===== config.mk =====
export PLATFORM = sky130hd
export DESIGN_NAME = parity_serial_tx_flat
export DESIGN_NICKNAME = d
export VERILOG_FILES = /design/src/rtl/parity_serial_tx_if.sv /design/src/rtl/parity_serial_tx.sv /design/src/flat_wrapper.sv
export SDC_FILE = /design/constraint.sdc
export NUM_CORES = 1
export LEC_CHECK = 0
export CORE_MARGIN = 10
export CORE_UTILIZATION = 40
export CTS_BUF_LIST = sky130_fd_sc_hd__clkbuf_2
export CTS_CLUSTER_SIZE = 20
export DETAILED_ROUTE_END_ITERATION = 6
export PLACE_DENSITY_LB_ADDON = 0.3
export SETUP_SLACK_MARGIN = 0.05
export SLEW_MARGIN = 40
export SYNTH_ARGS = -nofsm -noshare
export SYNTH_HDL_FRONTEND = slang
export SYNTH_SLANG_ARGS = --single-unit

===== constraint.sdc =====
create_clock -name clk -period 3.87 [get_ports clk]
set_input_delay 0.5805 -clock clk [delete_from_list [all_inputs] [get_ports clk]]
set_output_delay 0.5805 -clock clk [all_outputs]
set_load 0.05 [all_outputs]

===== src/rtl/parity_serial_tx_if.sv =====
// Upstream word handshake and serial-line status bundle for parity_serial_tx.
// master: the upstream parity generator; slave: the serialiser.
// in_valid/in_ready is a plain valid-ready handshake; tx_out/busy/frame_done are status.
interface parity_serial_tx_if #(
   parameter int DATA_W = 3
) ();
   logic [DATA_W-1:0] data_in;
   logic              parity_in;
   logic              in_valid;
   logic              in_ready;
   logic              tx_out;
   logic              busy;
   logic              frame_done;

   modport master (
      output data_in, parity_in, in_valid,
      input  in_ready, tx_out, busy, frame_done
   );

   modport slave (
      input  data_in, parity_in, in_valid,
      output in_ready, tx_out, busy, frame_done
   );
endinterface


===== src/rtl/parity_serial_tx.sv =====
// Serialises a data word plus its upstream parity bit as start/data(LSB first)/parity/stop.
// Latency: start bit appears the cycle after accept; frame is (DATA_W+3)*CLKS_PER_BIT cycles.
// Backpressure: in_ready only in IDLE, so at least one idle cycle separates frames.
module parity_serial_tx #(
   parameter int DATA_W       = 3,
   parameter int CLKS_PER_BIT = 4
) (
   input  logic                clk,
   input  logic                rst_n,
   parity_serial_tx_if.slave   bus
);

   localparam int CNT_W = (CLKS_PER_BIT > 1) ? $clog2(CLKS_PER_BIT) : 1;
   localparam int IDX_W = (DATA_W > 1) ? $clog2(DATA_W) : 1;
   localparam logic [CNT_W-1:0] CNT_LAST = CNT_W'(CLKS_PER_BIT - 1);
   localparam logic [IDX_W-1:0] IDX_LAST = IDX_W'(DATA_W - 1);

   typedef enum logic [2:0] {
      IDLE,
      START,
      DATA,
      PARITY,
      STOP
   } state_t;

   state_t            state;
   state_t            state_nxt;
   logic [CNT_W-1:0]  cnt;
   logic [CNT_W-1:0]  cnt_nxt;
   logic [IDX_W-1:0]  bit_idx;
   logic [IDX_W-1:0]  bit_idx_nxt;
   logic [DATA_W-1:0] data_q;
   logic              parity_q;
   logic              accept;
   logic              bit_end;

   assign bit_end = (cnt == CNT_LAST);
   assign accept  = (state == IDLE) && bus.in_valid;

   // State, counters and the captured word; the word is frozen for the whole frame.
   always_ff @(posedge clk) begin
      if (!rst_n) begin
         state    <= IDLE;
         cnt      <= '0;
         bit_idx  <= '0;
         data_q   <= '0;
         parity_q <= 1'b0;
      end else begin
         state   <= state_nxt;
         cnt     <= cnt_nxt;
         bit_idx <= bit_idx_nxt;
         if (accept) begin
            data_q   <= bus.data_in;
            parity_q <= bus.parity_in;
         end
      end
   end

   // Next-state: every bit lasts CLKS_PER_BIT cycles; the cycle counter restarts on each move.
   always_comb begin
      state_nxt   = state;
      cnt_nxt     = cnt;
      bit_idx_nxt = bit_idx;
      case (state)
         IDLE: begin
            cnt_nxt     = '0;
            bit_idx_nxt = '0;
            if (bus.in_valid) begin
               state_nxt = START;
            end
         end
         START: begin
            if (bit_end) begin
               state_nxt = DATA;
               cnt_nxt   = '0;
            end else begin
               cnt_nxt = cnt + CNT_W'(1);
            end
         end
         DATA: begin
            if (bit_end) begin
               cnt_nxt = '0;
               // Index saturates at the last data bit; PARITY takes over from there.
               if (bit_idx == IDX_LAST) begin
                  state_nxt = PARITY;
               end else begin
                  bit_idx_nxt = bit_idx + IDX_W'(1);
               end
            end else begin
               cnt_nxt = cnt + CNT_W'(1);
            end
         end
         PARITY: begin
            if (bit_end) begin
               state_nxt = STOP;
               cnt_nxt   = '0;
            end else begin
               cnt_nxt = cnt + CNT_W'(1);
            end
         end
         STOP: begin
            if (bit_end) begin
               state_nxt = IDLE;
               cnt_nxt   = '0;
            end else begin
               cnt_nxt = cnt + CNT_W'(1);
            end
         end
         default: begin
            state_nxt   = IDLE;
            cnt_nxt     = '0;
            bit_idx_nxt = '0;
         end
      endcase
   end

   // Line level decoded from state; idle and stop both hold the line high.
   always_comb begin
      bus.tx_out = 1'b1;
      case (state)
         START:   bus.tx_out = 1'b0;
         DATA:    bus.tx_out = data_q[bit_idx];
         PARITY:  bus.tx_out = parity_q;
         default: bus.tx_out = 1'b1;
      endcase
   end

   assign bus.in_ready   = (state == IDLE);
   assign bus.busy       = (state != IDLE);
   assign bus.frame_done = (state == STOP) && bit_end;

endmodule


===== src/flat_wrapper.sv =====
// flat-port wrapper written by rule: the top's interface ports become plain ports
module parity_serial_tx_flat 
#(
   parameter int DATA_W       = 3,
   parameter int CLKS_PER_BIT = 4
)
  (clk, rst_n, bus_data_in, bus_parity_in, bus_in_valid, bus_in_ready, bus_tx_out, bus_busy, bus_frame_done);
  parity_serial_tx_if #(.DATA_W(DATA_W)) bus_i ();
  input  logic clk;
  input  logic rst_n;
  input wire logic [$bits(bus_i.data_in)-1:0] bus_data_in;
  input wire logic [$bits(bus_i.parity_in)-1:0] bus_parity_in;
  input wire logic [$bits(bus_i.in_valid)-1:0] bus_in_valid;
  output wire logic [$bits(bus_i.in_ready)-1:0] bus_in_ready;
  output wire logic [$bits(bus_i.tx_out)-1:0] bus_tx_out;
  output wire logic [$bits(bus_i.busy)-1:0] bus_busy;
  output wire logic [$bits(bus_i.frame_done)-1:0] bus_frame_done;
  assign bus_i.data_in = bus_data_in;
  assign bus_i.parity_in = bus_parity_in;
  assign bus_i.in_valid = bus_in_valid;
  assign bus_in_ready = bus_i.in_ready;
  assign bus_tx_out = bus_i.tx_out;
  assign bus_busy = bus_i.busy;
  assign bus_frame_done = bus_i.frame_done;
  parity_serial_tx #(.DATA_W(DATA_W), .CLKS_PER_BIT(CLKS_PER_BIT)) u_core (.clk(clk), .rst_n(rst_n), .bus(bus_i));
endmodule

### Word level (Yosys, flattened, before mapping)

Cells that the tools add are included.

| cells by class | value |
|---|---|
| $add $sub $neg | 2 |
| $lt $le $gt $ge | 1 |
| equal/unequal tests | 13 |
| mux-type cells | 13 |
| bitwise logic cells | 3 |
| reductions and logical operators | 9 |

Operator list:

| cell | number |
|---|---|
| 3-bit two-way mux | 6 |
| 3-bit case mux with 5 select lines | 1 |
| 2-bit by 1-bit != test with 1-bit output, second input constant | 5 |
| 3-bit by 2-bit equality test with 1-bit output, second input constant | 2 |
| 6-bit AND reduction | 1 |
| 3-bit OR reduction | 2 |
| 2-bit by 1-bit adder with 2-bit output, second input constant | 2 |
| 2-bit equality test, second input constant | 2 |
| 2-bit two-way mux | 2 |
| 2-bit != test, second input constant | 2 |
| 2-bit case mux with 2 select lines | 1 |
| 4-bit OR reduction | 1 |
| 3-bit by 1-bit equality test with 1-bit output, second input constant | 1 |
| 3-bit equality test, second input constant | 1 |
| 3-bit zero test | 1 |
| 2-bit by 3-bit less-than comparator with 1-bit output, second input constant | 1 |
| 1-bit inverter | 3 |
| 1-bit case mux with 3 select lines | 1 |
| 3-bit AND reduction | 1 |
| 3-bit nonzero test | 1 |
| 1-bit binary-select mux with 2-bit select | 1 |
| 1-bit logical AND | 2 |
| 1-bit two-way mux | 1 |

| storage, ports and cells | value |
|---|---|
| bits in registers | 11 |
| output and inout port bits | 4 |
| word-level logic and storage cells | 46 |

### Longest topological paths before layout

| logic depth | value |
|---|---|
| depth after elaboration | 4 |
| depth in mapped cells | 5 |
| gate-level depth less buffers | 5 |

### Worst setup path after synthesis

OpenSTA, ideal clock, no wires.

| path | value |
|---|---|
| path kind | reg2out |
| start point | register u_core.state[0] |
| end point | output port bus_in_ready |
| arrival | 1.354 ns |
| path slack | 1.936 ns |
| stages on the path, launching flop included | 3 |
| buffers on the path | 0 |
| cells stage by stage | dfxtp_1 or3_1 inv_1 |

| on the way | value |
|---|---|
| longest elaborated chain between the ends | 1 |

RTL lines:

| element | line | source |
|---|---|---|
| start: declaration | parity_serial_tx.sv:26 | `state_t state;` |
| start signal: assignment | parity_serial_tx.sv:49 | `state <= state_nxt;` |
| 3-bit zero test | parity_serial_tx.sv:128 | `assign bus.in_ready = (state == IDLE);` |
| end: declaration | flat_wrapper.sv:14 | `output wire logic [$bits(bus_i.in_ready)-1:0] bus_in_ready;` |

No other way between the ends.

### Final worst setup path

| path | value |
|---|---|
| start point | register u_core.state[0] |
| end point | output port bus_tx_out |

| on the way | value |
|---|---|
| longest elaborated chain between the ends | 2 |
| elaborated cells on any way between the ends | 4 |
| those cells by class | eq/ne: 3; mux: 1 |

RTL lines:

| element | line | source |
|---|---|---|
| 3-bit by 2-bit equality test with 1-bit output / 3-bit by 1-bit equality test with 1-bit output (equally long branches) | parity_serial_tx.sv:120 | `case (state)` |
| 1-bit case mux with 3 select lines (*) | parity_serial_tx.sv:120 |  |
| end: declaration | flat_wrapper.sv:15 | `output wire logic [$bits(bus_i.tx_out)-1:0] bus_tx_out;` |

Every way passes the cells marked *; elsewhere a longest branch is shown, timed or not.

==> results.cfg <==
[run_status]
status = finished clean

[die]
start_util = 0.442
die_h_um = 58.9
core_um2 = 1370
pin_count = 11
die_area_um2 = 3470
die_w_um = 58.9
row_count = 13

[sta]
finalSetupViolCount = 0
fin_crit_ns = 2.74
rsz0062_at_grt = no
max_freq_mhz = 364
final_max_slew_viol_count = 0
clock_skew_ns = 0.00612
maxSlewHeadroom = 0.585
fin_crit_sh = 0.709
finalSetupTns_ns = 0
worstMarginPinSlew_ns = 0.621
finalHoldViolCount = 0

[placement]
io_buffers = 10
placed_area_um2 = 697
dpl.hpwl_um = 894
gp_congestion = 0.674

[clocking]
cts_sinks = 11
post_cts_buffers = 0
cts-resized-gates = 0
cts_buffer_depth = 2
cts_buffers = 3
htree_num_levels = 1
clkTransAtPathRegs_ns = 0.11
cts_root_buffer = clkbuf_2
cts_hold_buf = 0
cts_tree = built
clkLatencyLatePin_ns = 0.26

[finish]
synthToLayoutAreaGrowth_pct = 18.6
nets = 90
fin_area_um2 = 717
diodes = 0
fillers = 153
layout-drive-gt1-share = 0.100

[grt]
grt_pass1_wl_um = 2210
grt.total_usage = 0.0814
overflow = 0
antenna_found_initial = 0
grt_pass1_vias = 519
grt_max_degree = 19

[pwr]
leakage_nw = 0.254
ir_worst_vdd_mv = 0.159
power_density_nw_per_um2 = 312

[critical_path]
endpoint_kind = output port
crit_slowest_cell = clkdlybuf4s50_1
crit_fanout = 14
r2r_start = u_core.bit_idx[0]$_SDFFE_PN0P_
path_cells = and2b_2 > o221ai_1 > a21o_1 > clkdlybuf4s50_1
startpoint_type = flop
cp.required_ns = 3.29
crit_type = reg -> out
critPathLaunch = u_core.state[0]$_SDFFE_PN0P_
critical_path_arrival_ns = 2.16
crit_path_max_incr_delay_ns = 0.80

[detailed_routing]
drc = 0
num_vias = 523
drtPass1Iterations = 4
drt_iter0_drc = 7
viasPerCell = 5.51
routedWlPerCell_um = 13.5
ant_nets = 0
drt_wl_total_um = 1290

[synthesis]
synth_top_area_share = 0.364
ys_seq_area_frac = 0.364
synth_area_leaders = dfxtp_1, nand2_1, nor4bb_1, nor3b_1, ha_1
ys_seq_elements = 11
syn_area_per_cell_um2 = 8.63
syn_inst = 70
synth_top_area_cell = dfxtp_1
synth_area_um2 = 604
synth_cell_types = 30
mappedNetlistNets = 79
yosysWarnings = 0

[worst_hold_path]
hp-class = reg -> reg
hp-start = u_core.cnt[0]$_SDFF_PP0_

[run]
cap_violations = 0
[cell usage in the layout (no fill, tap or decap)]
cell,synthesis,final
a21o_1,1,1
nor2_2,1,1
a21boi_0,1,1
ha_1,2,2
or3_1,2,2
nand2b_1,2,2
nor2_1,2,2
nor4bb_1,3,3
nand4b_1,1,1
o21ai_0,5,5
clkbuf_2,0,4
clkdlybuf4s50_1,0,10
dfxtp_1,11,11
nor3b_1,4,4
nor2b_1,1,1
nor4b_1,1,1
and2b_2,1,1
o21ai_1,1,1
mux2i_1,1,1
o211ai_2,1,1
o221ai_1,1,1
inv_1,2,2
nand2_1,12,12
a311oi_1,1,1
xor2_1,1,1
nand3_1,5,5
a32oi_1,1,1
nor4b_2,1,1
and2_1,1,1
[critical path, delay by kind of cell (launching register included)]
family,cells,cell delay (ns)
buffers and inverters,1,0.80
DFF,1,0.63
and+or+nand+nor,1,0.27
AOI/OAI and AO/OA,2,0.20
[per-layer routing]
metal,wire length [um],track usage,up-vias,part of all wire
li1,-,-,270,-
met1,567,0.0838,240,0.44
met2,597,0.128,11,0.46
met3,109,0.0558,2,0.085
met4,12,0.0295,0,0.0093
met5,0,0,-,0
[final cells by class]
class	count	area (um^2)	share of cell area
multi-input cells	53	350	0.489
flip-flops and latches	11	220	0.307
repair buffers	10	100	0.140
clock buffers	4	20.0	0.0279
well taps	15	18.8	0.0262
inverters	2	7.51	0.0105
[report_power, final]
group | switching, mW | leakage (nW) | internal [mW]
clock network | 0.0402 | 0.0166 | 0.0274
logic | 0.0184 | 0.147 | 0.0158
registers | 0.00464 | 0.0898 | 0.117
[synthesized netlist by cell type (all sizes together)]
library cell,n
nor4bb,3
mux2i,1
a21boi,1
xor2,1
nand4b,1
inv,2
and2b,1
nor3b,4
or3,2
nor2b,1
nor4b,2
ha,2
and2,1
buf,2
nor2,3
nand2,12
a311oi,1
nand2b,2
o221ai,1
clkbuf,2
nand3,5
o211ai,1
o21ai,6
dfxtp,11
a21o,1
a32oi,1
[path summary, 6_finish.rpt]
kind                                     to  slack (ns)  cells past startpoint
max reg2reg  u_core.bit_idx[0]$_SDFFE_PN0P_        2.41                      5
max                              bus_tx_out        1.13                      4
min reg2reg        u_core.cnt[0]$_SDFF_PP0_        0.43                      1
min                u_core.cnt[0]$_SDFF_PP0_        0.43                      1
[state kept, by name, summed over array words and instances (netlist names)]
name             count
u_core.data_q        3
u_core.state         3
u_core.bit_idx       2
u_core.cnt           2
u_core.parity_q      1
[cells by family after synthesis]
family,Yosys count,synth area share
AOI/OAI and AO/OA,12,0.139
xor gates and xnor gates,1,0.0145
adders and majority gates,2,0.0414
buffers and inverters,6,0.0559
DFF,11,0.364
muxes,1,0.0166
and+or+nand+nor,37,0.369
[stage by stage]
stage / instances / power [mW] / hold WS, ns / setup WS (ns) / utilization
final: 95 / 0.224 / 0.434 / 1.13 / 0.525
after floorplan: 70 / 0.147 / 0.405 / 1.94 / -
after global placement: 91 / 0.159 / 0.422 / 1.43 / 0.510
after detailed placement: 91 / 0.159 / 0.421 / 1.44 / 0.510
after CTS: 95 / 0.228 / 0.436 / 1.10 / 0.525
after global routing: 95 / 0.237 / 0.448 / 1.01 / 0.525
Power figures use the tool's default switching activity.
==> edit 1: new RTL, same flow settings <==
`CLKS_PER_BIT` is set to 4 in 2 places; all go to 8.
--- a/src/rtl/parity_serial_tx.sv
+++ b/src/rtl/parity_serial_tx.sv
@@ -4,5 +4,5 @@
 module parity_serial_tx #(
    parameter int DATA_W       = 3,
-   parameter int CLKS_PER_BIT = 4
+   parameter int CLKS_PER_BIT = 8
 ) (
    input  logic                clk,
--- a/src/flat_wrapper.sv
+++ b/src/flat_wrapper.sv
@@ -3,5 +3,5 @@
 #(
    parameter int DATA_W       = 3,
-   parameter int CLKS_PER_BIT = 4
+   parameter int CLKS_PER_BIT = 8
 )
   (clk, rst_n, bus_data_in, bus_parity_in, bus_in_valid, bus_in_ready, bus_tx_out, bus_busy, bus_frame_done);
Check against the original RTL: not equivalent (a bounded check fails within 10 cycles, from zero or initial values and one cycle with rst_n low).
==> edit 1 against the unedited design <==
Cell area grew 7.7%; sequential power grew 8%; power grew 0.86%; routed wire length shrank 7.5%; sequential cell count grew 1; synthesized cell count grew 5.7%; worst setup slack gained 130 ps; synthesized area grew 12%; critical path type unchanged.
==> edit 1: results <==
route:
  wl_met1_um: 620
  wl_mm: 1.19
  wl_met2_um: 498
  vias: 518
synthesis:
  yosysSeqAreaShare: 0.354
  synth_mux_area_frac: 0.0295
  synth_common_cells: "12 x dfxtp_1, 8 x nand2_1, 4 x nand3_2, 4 x o21ai_2"
  synthTopCellsByArea: "dfxtp_1 35%, nand3_2 5.9%, ha_1 5.5%"
  synth_compound_area_frac: 0.144
  yosys.area_share.xor_xnor: 0.0129
  synth_adder_area_share: 0.0554
  syn_inst: 74
  synthDistinctLibCells: 36
  synth_nets: 84
global_routing:
  use_met1: 0.0923
  track_usage: 0.0727
  met2_usage: 0.0962
  met3_usage: 0.0247
  grt_pass1_vias: 462
layout:
  signal_buffer_area_fraction: 0.130
  top_regs: "u_core.cnt x3, u_core.data_q x3, u_core.state x3"
  finalNetCount: 93
  seq_area_frac: 0.311
  clock_area_frac: 0.0194
  layout-drive-gt1-share: 0.148
  multi_input_area_share: 0.499
  fin_cells: 97
placed_design:
  postPlaceCellArea_um2: 757
  dp_slack_ps: 1530
  placedCellCount: 94
timing:
  skew_ps: 2.19
critical_path:
  reg2regPathDepth: 3
  worstSetupStartpoint: "u_core.state[1]$_SDFFE_PN0P_"
pwr:
  ir_drop_uv: 216
  p_leak_nw: 0.289
outcome:
  outcome: "finished, final reports clean"
edit 1: cell families (layout without fill, tap and decap cells):
| logic type | Yosys count | count (layout) |
|---|---|---|
| buffers and inverters | 9 | 16 |
| adder cells (fa/ha/maj) | 3 | 3 |
| XOR/XNOR | 1 | 1 |
| flip-flops | 12 | 12 |
| AO/OA/AOI/OAI | 13 | 13 |
| multiplexers | 2 | 2 |
| AND/OR/NAND/NOR | 34 | 34 |
edit 1: final timing paths:
kind	to	slack [ps]
max	bus_in_ready	1260
min	u_core.cnt[0]$_SDFF_PP0_	420
max reg2reg	u_core.data_q[0]$_SDFFE_PN0P_	2290
min reg2reg	u_core.cnt[0]$_SDFF_PP0_	420
edit 1: report_power, final:
group | total, W | switching [W] | internal [W]
Sequential | 0.000132 | 0.00000444 | 0.000128
Clock | 0.0000581 | 0.0000369 | 0.0000211
Combinational | 0.0000357 | 0.0000201 | 0.0000156
Total | 0.000226 | 0.0000615 | 0.000164
==> edit 2: new RTL, same settings <==
Made on the original files. Encoding of `state_t`: now one-hot (5 bits for 5 states).
--- a/src/rtl/parity_serial_tx.sv
+++ b/src/rtl/parity_serial_tx.sv
@@ -16,10 +16,10 @@
    localparam logic [IDX_W-1:0] IDX_LAST = IDX_W'(DATA_W - 1);
 
-   typedef enum logic [2:0] {
-      IDLE,
-      START,
-      DATA,
-      PARITY,
-      STOP
+   typedef enum logic [4:0] {
+      IDLE   = 5'b00001,
+      START  = 5'b00010,
+      DATA   = 5'b00100,
+      PARITY = 5'b01000,
+      STOP   = 5'b10000
    } state_t;
 
Function: no difference found for any inputs over 10 cycles, from zero or initial values and one cycle with rst_n low; not proved beyond that.
==> edit 2 against the unedited design <==
Critical path depth rose by 1; sequential power rose by 23%; routed wire length is 28% higher; clock power up 10%; power up 29%; register-to-register slack got worse by 470 ps; cell area is 27% higher; sequential cell count increased by 2; synthesized area grew 30%; worst setup slack worse by 73 ps; sequential share of layout area down 2.1 points; fmax is 2.6% lower; first-iteration DRC count up 130%; highest routed layer unchanged.
==> edit 2: results <==
clocking:
  root_buffer: "clkbuf_2"
  cts_buffers: 3
  clkTransAtPathRegs_ps: 140
  clk_latency_ps: 290
outcome:
  outcome: "finished, final reports clean"
critical_path:
  max_stage_delay_ps: 700
  worstPathArrival_ps: 2240
  cp_max_fo: 13
route:
  vias: 664
  post_drt_wl_per_cell_um: 13.2
  drt_iter0_drc: 16
pwr:
  ir_drop_uv: 202
  p_leak_nw: 0.346
layout:
  finalNetCount: 109
  layout-drive-gt1-share: 0.0707
  top_regs: "u_core.state x5, u_core.data_q x3"
  fill_cells: 194
synthesis:
  yosysSeqAreaShare: 0.331
  synthTopCellsByArea: "dfxtp_1 33%, mux2i_1 7.6%, nor2b_1 6.4%"
  synth_nets: 100
  async_reset_ff_frac: 0
  synthDistinctLibCells: 32
  synth_common_cells: "13 x dfxtp_1, 8 x nor2b_1, 6 x mux2i_1, 6 x nor2_1"
placed_design:
  place_congestion: 0.745
  dp_slack_ps: 1400
  hpwl_mm: 1.16
  numPortBuffers: 10
global_routing:
  grt_max_degree: 15
  track_usage: 0.0822
  grt_pass1_wl_mm: 2.78
  grt_pass1_vias: 635
timing:
  max_slew_margin: 0.628
  skew_ps: 19.4
==> edit 2: changes by cell type in the layout (fill, tap and decap cells not counted), sizes merged, moves of 3 or more <==
cell and change:
nor4bb -3, mux2i +5, nor2 +3, nor2b +7
a21oi +3, nand2 -7
==> edit 2: per-stage QoR <==
step | cell area [um^2] | utilization | total power, W | instances | hold WS (ps)
5_1_grt | 911 | 0.506 | 0.000301 | 124 | 581
3_3_place_gp | 891 | 0.494 | 0.000216 | 120 | 501
6_report | 911 | 0.506 | 0.000288 | 124 | 528
3_5_place_dp | 891 | 0.494 | 0.000217 | 120 | 504
2_1_floorplan | 787 | - | 0.000196 | 91 | 472
4_1_cts | 911 | 0.506 | 0.000290 | 124 | 536
==> edit 2: critical path, delay by kind of cell, from the launching register on <==
kind            cells  cell delay, ps
flops               1             580
simple gates        2             400
compound gates      2             260
buf+inv             1             700
==> edit 2: layout make-up <==
class | instances | area, um^2 | area share
repair buffers | 10 | 100 | 0.110
clock buffers | 4 | 20.0 | 0.0220
inverters | 4 | 15.0 | 0.0165
flip-flops and latches | 13 | 260 | 0.286
well taps | 25 | 31.3 | 0.0343
multi-input cells | 68 | 484 | 0.532
==> edit 2: cells by family after synthesis <==
group | share of synthesized area
buffers and inverters | 0.0541
DFF | 0.331
adders and majority gates | 0.0318
muxes | 0.0763
AOI/OAI and AO/OA | 0.175
xor gates and xnor gates | 0.0334
and+or+nand+nor | 0.299
==> edit 2: worst paths after layout <==
check / endpoint / slack [ps] / cells after the start / startpoint
worst min register to register: u_core.data_q[0]$_SDFFE_PN0P_ / 530 / 2 / u_core.data_q[0]$_SDFFE_PN0P_
worst max-delay path: bus_tx_out / 1050 / 5 / u_core.state[2]$_SDFFE_PN0P_
worst max register to register: u_core.state[0]$_SDFFE_PN1P_ / 1940 / 4 / u_core.state[2]$_SDFFE_PN0P_
worst min-delay path: u_core.data_q[0]$_SDFFE_PN0P_ / 530 / 2 / u_core.data_q[0]$_SDFFE_PN0P_
==> edit 2: power breakdown <==
part	internal, W	total [W]	switching (W)
clock	0.0000274	0.0000745	0.0000471
sequential	0.000140	0.000150	0.0000105
combinational	0.0000274	0.0000632	0.0000358
==> edit 2: metal layers <==
| metal | wire (um) | track usage |
|---|---|---|
| met2 | 744 | 0.122 |
| met5 | 0 | 0 |
| met3 | 60 | 0.0157 |
| met4 | 46 | 0.0561 |
| met1 | 790 | 0.104 |
